`src/rtl/simd_pkg.sv`:
```
// Shared constants and types for the matrix-multiply front end.
// Holds the operand geometry, the packed row type and the loader state encoding.
package simd_pkg;

    localparam int N      = 4;
    localparam int DATA_W = 32;
    localparam int CNT_W  = 16;

    typedef logic [N*DATA_W-1:0] row_t;

    typedef enum logic [1:0] {
        LOAD_A    = 2'd0,
        LOAD_B    = 2'd1,
        START     = 2'd2,
        WAIT_DONE = 2'd3
    } loader_state_t;

endpackage

```
`src/rtl/row_packer.sv`:
```
// Assembles N stream words into one packed row and emits it with a one-cycle row_done pulse.
// Word j of the row lands in bits [j*DATA_W +: DATA_W].
module row_packer #(
    parameter int N      = 4,
    parameter int DATA_W = 32,
    localparam int COL_W = (N > 1) ? $clog2(N) : 1
) (
    input  logic                clk,
    input  logic                rst,
    input  logic                push,
    input  logic                clear,
    input  logic [DATA_W-1:0]   data,
    output logic [COL_W-1:0]    col,
    output logic                row_done,
    output logic [N*DATA_W-1:0] row_data
);

    logic [DATA_W-1:0]   slot_reg [N];
    logic [COL_W-1:0]    col_reg;
    logic                row_done_reg;
    logic [N*DATA_W-1:0] row_data_reg;
    logic [N*DATA_W-1:0] merged;

    // The completing word is merged in directly so the row leaves one cycle after its last beat.
    generate
        for (genvar gi = 0; gi < N; gi++) begin : g_merge
            assign merged[gi*DATA_W +: DATA_W] = (col_reg == COL_W'(gi)) ? data : slot_reg[gi];
        end
    endgenerate

    always_ff @(posedge clk) begin
        if (rst) begin
            col_reg      <= '0;
            row_done_reg <= 1'b0;
            row_data_reg <= '0;
            for (int i = 0; i < N; i++) begin
                slot_reg[i] <= '0;
            end
        end else begin
            row_done_reg <= 1'b0;
            if (clear) begin
                col_reg <= '0;
            end else if (push) begin
                slot_reg[col_reg] <= data;
                if (col_reg == COL_W'(N-1)) begin
                    col_reg      <= '0;
                    row_done_reg <= 1'b1;
                    row_data_reg <= merged;
                end else begin
                    col_reg <= col_reg + 1'b1;
                end
            end
        end
    end

    assign col      = col_reg;
    assign row_done = row_done_reg;
    assign row_data = row_data_reg;

endmodule

```
`src/rtl/matrix_loader.sv`:
```
// Loads operand matrices A then B from a word stream into the operand RAMs, starts the PE,
// and holds the stream off until the PE signals completion with a fresh rising edge of pe_stop.
module matrix_loader
    import simd_pkg::*;
#(
    parameter int N      = simd_pkg::N,
    parameter int DATA_W = simd_pkg::DATA_W,
    parameter int CNT_W  = simd_pkg::CNT_W,
    localparam int COL_W  = (N > 1) ? $clog2(N) : 1,
    localparam int WORD_W = $clog2(2*N*N)
) (
    input  logic                clk,
    input  logic                rst,
    input  logic                s_valid,
    output logic                s_ready,
    input  logic [DATA_W-1:0]   s_data,
    input  logic                s_last,
    output logic                wr_en,
    output logic                wr_sel,
    output logic [COL_W-1:0]    wr_row,
    output logic [N*DATA_W-1:0] wr_data,
    output logic                pe_valid,
    input  logic                pe_stop,
    output logic                busy,
    output logic                frame_err,
    output logic [CNT_W-1:0]    frames_done
);

    loader_state_t     state_reg, state_next;
    logic [COL_W-1:0]  row_reg, row_next;
    logic [WORD_W-1:0] word_reg, word_next;
    logic [CNT_W-1:0]  frames_done_reg, frames_done_next;
    logic              wr_sel_reg;
    logic [COL_W-1:0]  wr_row_reg;
    logic              pe_valid_reg;
    logic              busy_reg;
    logic              frame_err_reg;
    logic              pe_stop_prev_reg;

    logic              beat;
    logic              last_idx;
    logic              err;
    logic              push;
    logic              row_end;
    logic              stop_rise;
    logic [COL_W-1:0]  col;

    assign s_ready   = (state_reg == LOAD_A) || (state_reg == LOAD_B);
    assign beat      = s_valid && s_ready;
    assign last_idx  = (word_reg == WORD_W'(2*N*N-1));
    // A misplaced or missing s_last kills the beat before it reaches the packer.
    assign err       = beat && (s_last != last_idx);
    assign push      = beat && !err;
    assign row_end   = push && (col == COL_W'(N-1));
    assign stop_rise = pe_stop && !pe_stop_prev_reg;

    row_packer #(
        .N      (N),
        .DATA_W (DATA_W)
    ) u_packer (
        .clk      (clk),
        .rst      (rst),
        .push     (push),
        .clear    (err),
        .data     (s_data),
        .col      (col),
        .row_done (wr_en),
        .row_data (wr_data)
    );

    always_comb begin
        state_next       = state_reg;
        row_next         = row_reg;
        word_next        = word_reg;
        frames_done_next = frames_done_reg;
        unique case (state_reg)
            LOAD_A, LOAD_B: begin
                if (err) begin
                    state_next = LOAD_A;
                    row_next   = '0;
                    word_next  = '0;
                end else if (push) begin
                    word_next = word_reg + 1'b1;
                    if (row_end) begin
                        if (row_reg == COL_W'(N-1)) begin
                            row_next = '0;
                            if (state_reg == LOAD_A) begin
                                state_next = LOAD_B;
                            end else begin
                                state_next = START;
                                word_next  = '0;
                            end
                        end else begin
                            row_next = row_reg + 1'b1;
                        end
                    end
                end
            end
            START: begin
                state_next = WAIT_DONE;
            end
            WAIT_DONE: begin
                if (stop_rise) begin
                    state_next       = LOAD_A;
                    row_next         = '0;
                    word_next        = '0;
                    frames_done_next = frames_done_reg + 1'b1;
                end
            end
            default: begin
                state_next = LOAD_A;
            end
        endcase
    end

    always_ff @(posedge clk) begin
        if (rst) begin
            state_reg        <= LOAD_A;
            row_reg          <= '0;
            word_reg         <= '0;
            frames_done_reg  <= '0;
            wr_sel_reg       <= 1'b0;
            wr_row_reg       <= '0;
            pe_valid_reg     <= 1'b0;
            busy_reg         <= 1'b0;
            frame_err_reg    <= 1'b0;
            pe_stop_prev_reg <= 1'b0;
        end else begin
            state_reg        <= state_next;
            row_reg          <= row_next;
            word_reg         <= word_next;
            frames_done_reg  <= frames_done_next;
            pe_valid_reg     <= (state_reg == START);
            busy_reg         <= (state_next == START) || (state_next == WAIT_DONE);
            frame_err_reg    <= err;
            pe_stop_prev_reg <= pe_stop;
            if (row_end) begin
                wr_sel_reg <= (state_reg == LOAD_B);
                wr_row_reg <= row_reg;
            end
        end
    end

    assign wr_sel      = wr_sel_reg;
    assign wr_row      = wr_row_reg;
    assign pe_valid    = pe_valid_reg;
    assign busy        = busy_reg;
    assign frame_err   = frame_err_reg;
    assign frames_done = frames_done_reg;

endmodule

```
`config.mk`:
```
export PLATFORM = sky130hd
export DESIGN_NAME = matrix_loader
export DESIGN_NICKNAME = d
export VERILOG_FILES = /design/src/rtl/simd_pkg.sv /design/src/rtl/row_packer.sv /design/src/rtl/matrix_loader.sv
export SDC_FILE = /design/constraint.sdc
export NUM_CORES = 1
export LEC_CHECK = 0
export ABC_AREA = 1
export CORE_ASPECT_RATIO = 0.75
export CORE_MARGIN = 2
export CORE_UTILIZATION = 55
export CTS_CLUSTER_DIAMETER = 30
export DETAILED_ROUTE_END_ITERATION = 10
export PLACE_DENSITY = 0.89
export SYNTH_ARGS = -nofsm -noshare
export SYNTH_HDL_FRONTEND = slang
export SYNTH_SLANG_ARGS = --single-unit
```
`constraint.sdc`:
```
create_clock -name clk -period 5.4 [get_ports clk]
set_clock_uncertainty 0.15 [all_clocks]
set_input_delay 0.81 -clock clk [delete_from_list [all_inputs] [get_ports clk]]
set_output_delay 0.81 -clock clk [all_outputs]
set_load 0.02 [all_outputs]
```
==> results by group <==
Global route
  • Largest net degree at the start of global routing: 104
  • Global-route wire length before repair: around 39000 um
  • Initial antenna violation count: 0
  • Vias in the first global route: 7548
  • Congestion Overflow GR: 0
  • Total GRT Usage: 26.4%

Synthesis
  • YS warnings: 0
  • Sequential fraction of the synthesis area: about 65%
  • Ys async rst share: 0%
  • Syn_area_per_cell: between 9 and 10 um^2
  • EDFF count, synth: 96
  • Seq cells post-synth: around 260
  • Synth cell types: 34
  • Mapped Area: ~0.0095 mm^2
  • Post-synth top cells: nand2_1 (254), dfxtp_1 (162), a21oi_1 (151), nor2_1 (131), edfxtp_1 (96)
  • Synth area leaders: dfxtp_1 (34%), edfxtp_1 (30%), nand2_1 (10%)
  • Yosys top cell by area: dfxtp_1
  • Net Count, Synth: approximately 1000
  • Cells after Synth: 1002
  • Count leader, synth: nand2_1
  • Top cell type's share of synthesized area: approximately a third
  • Primary FF master, synth: dfxtp_1

Status
  • Status: completed

Timing
  • F_max: between 0.3 and 0.4 GHz
  • Slew Limit Headroom: 27.6%
  • Post-route clock period utilization: about 58%
  • Final hold viol count: 0
  • Final hold slack: roughly 310 ps
  • Final max-slew violation count: 0
  • Final Setup Violations: 0
  • RSZ-0062 raised after global routing: false
  • Min Clock Period, post-route: 3120 ps
  • Worst Tran Pin Value: between 1000 and 1500 ps
  • Post-Route Setup TNS: 0 ps

Drt
  • Number of DRC markers in iteration 0: between 600 and 700
  • DRC viols: 0
  • Routed Antenna Nets: 0
  • Detailed Route WL: 24100 um
  • Routed vias/inst: approximately 5.4
  • WL/cell: about 17 um
  • Via count: just under 8000
  • Drt first pass iters: 7

Worst setup path
  • Reg2reg start: word_reg[0]
  • Req. time, crit path: about 5400 ps
  • Crit-path max FO: 33
  • FF-to-FF setup slack: 2280 ps
  • R2R cell count: 10
  • R2R Path End: u_packer.slot_reg[0][10]
  • Crit Path Class: register to register
  • CP Data Arrival Time: about 3100 ps
  • Startpoint Class: register
  • Worst setup EP type: register

Clock network
  • H-Tree Level Count: 2
  • Post-CTS setup repair buffer count: 0
  • Sink Count: ~260
  • Worst-skew pair later-pin latency: 510 ps
  • TritonCTS clock tree: done
  • CTS root buffer: clkbuf_16
  • Post-CTS sizing: 0
  • Post-CTS Hold Fix Bufs: 0
  • CTS Buf Count: 37
  • Clk pin slew, worst setup/hold paths: 60 ps
  • Clk buf depth: 3

Placement
  • PortBufs: between 150 and 200
  • GPL Wtd Cong: 0.817
  • DP HPWL: ~14000 um

Finish
  • FF/Latch Area: about 0.006 mm^2
  • Area Growth Syn to Fin: 32.7%
  • Multi-input gate area: 0.00278 mm^2
  • Nets: around 1200
  • Share of cells above drive strength 1: under 10%
  • Max reg flops: 97
  • Fillers: roughly 1100
  • Antenna cells: 0

Floorplan
  • Die width: ~160 um
  • Core area: roughly 0.017 mm^2
  • DIE HEIGHT: roughly 120 um
  • DIE AREA: 0.0183 mm^2
  • Row cnt: 41
  • # IOs: 189
  • Initial Util: between 50 and 60%

Min path
  • Hold path depth: 2
  • Worst hold endpoint: wr_data[78]
  • Hold Crit Start: wr_data[78]
  • Worst hold path type: register to register

Power and ir drop
  • Maximum VDD drop: 0.000238 V
  • Pleak: ~4.6 nW
  • Pwr Density: about 360 mW/mm^2

Flow run
  • Max-cap violations: 0
cells by family after synthesis:
kind of cell | synth area share, %
simple gates | 17.5
flops | 64.8
compound gates | 10.9
buf+inv | 5.97
fa+ha+maj | 0.661
xor+xnor | 0.185
worst max-delay path by stage:
stage / slack [ps] / endpoint / from / cells after the start
after floorplan: 2530 / u_packer.slot_reg[0][0] / word_reg[0] / 10
after global placement: 1930 / u_packer.slot_reg[0][11] / s_last / 7
after detailed placement: 1900 / u_packer.slot_reg[0][11] / s_last / 7
after CTS: 2290 / u_packer.slot_reg[0][25] / word_reg[0] / 10
after global routing: 2020 / u_packer.row_data[99] / word_reg[0] / 10
final: 2280 / u_packer.slot_reg[0][10] / word_reg[0] / 10
per-layer routing:
metal  up-vias  global-route usage (%)  share of wire (%)
met5         -                       0                  0
met4         0                    11.1                2.8
met3        53                    6.41                9.5
met2       374                    42.7                 47
met1      3602                    34.3                 41
li1       3656                       -                  -
cell usage in the layout, fill, tap and decap left out, types with 2 or more instances in the layout:
master             n
inv_8              2
buf_4              9
nand2_2            5
nor2_1           131
o21ai_1           20
nand4_1            3
clkbuf_8           2
clkdlybuf4s50_1  187
clkbuf_1           2
o211ai_1           2
nand4_2            2
dfxtp_1          162
inv_6              8
clkbuf_16         37
clkinvlp_4         8
o21ai_0           25
clkinv_2           4
nor2_4             2
a21oi_1          151
ha_1               5
inv_2              5
nand3_1           15
inv_1             57
nand2_1          251
a211oi_1           2
clkinv_4           2
edfxtp_1          96
nor3_1             2
final cells by class:
cell class / count / share of cell area [%]
Tap cell: 215 / 2.14
Sequential cell: 258 / 48.8
Multi-Input combinational cell: 626 / 22.2
Clock buffer: 41 / 7.65
Inverter: 63 / 1.90
Clock inverter: 26 / 1.88
Timing Repair Buffer: 196 / 15.4
worst max-delay path: stages (launching register included):
cell,delay (ps)
dfxtp_1,330
ha_1,210
nand2_1,90
nor2_1,50
ha_1,220
xnor2_1,310
nand2_1,190
nor3_2,170
nand2_1,70
buf_4,260
nand2_2,690
per-stage QoR:
step	cells	setup WS [ps]	utilization, %	instance area (um^2)	power [mW]
2_1_floorplan	1002	2530	-	9460	2.18
3_3_place_gp	1358	1930	67.5	11400	2.25
3_5_place_dp	1358	1900	67.5	11400	2.25
4_1_cts	1425	2290	74.6	12600	4.53
5_1_grt	1425	2020	74.6	12600	4.64
6_report	1425	2280	74.6	12600	4.51
power by group:
group	internal (mW)	total, mW	leakage, nW	switching [mW]
clock	1.37	2.29	0.567	0.922
sequential	2.06	2.07	2.31	0.0158
combinational	0.0448	0.140	1.77	0.0953
total	3.47	4.51	4.65	1.03
(Power assumes the default switching activity.)
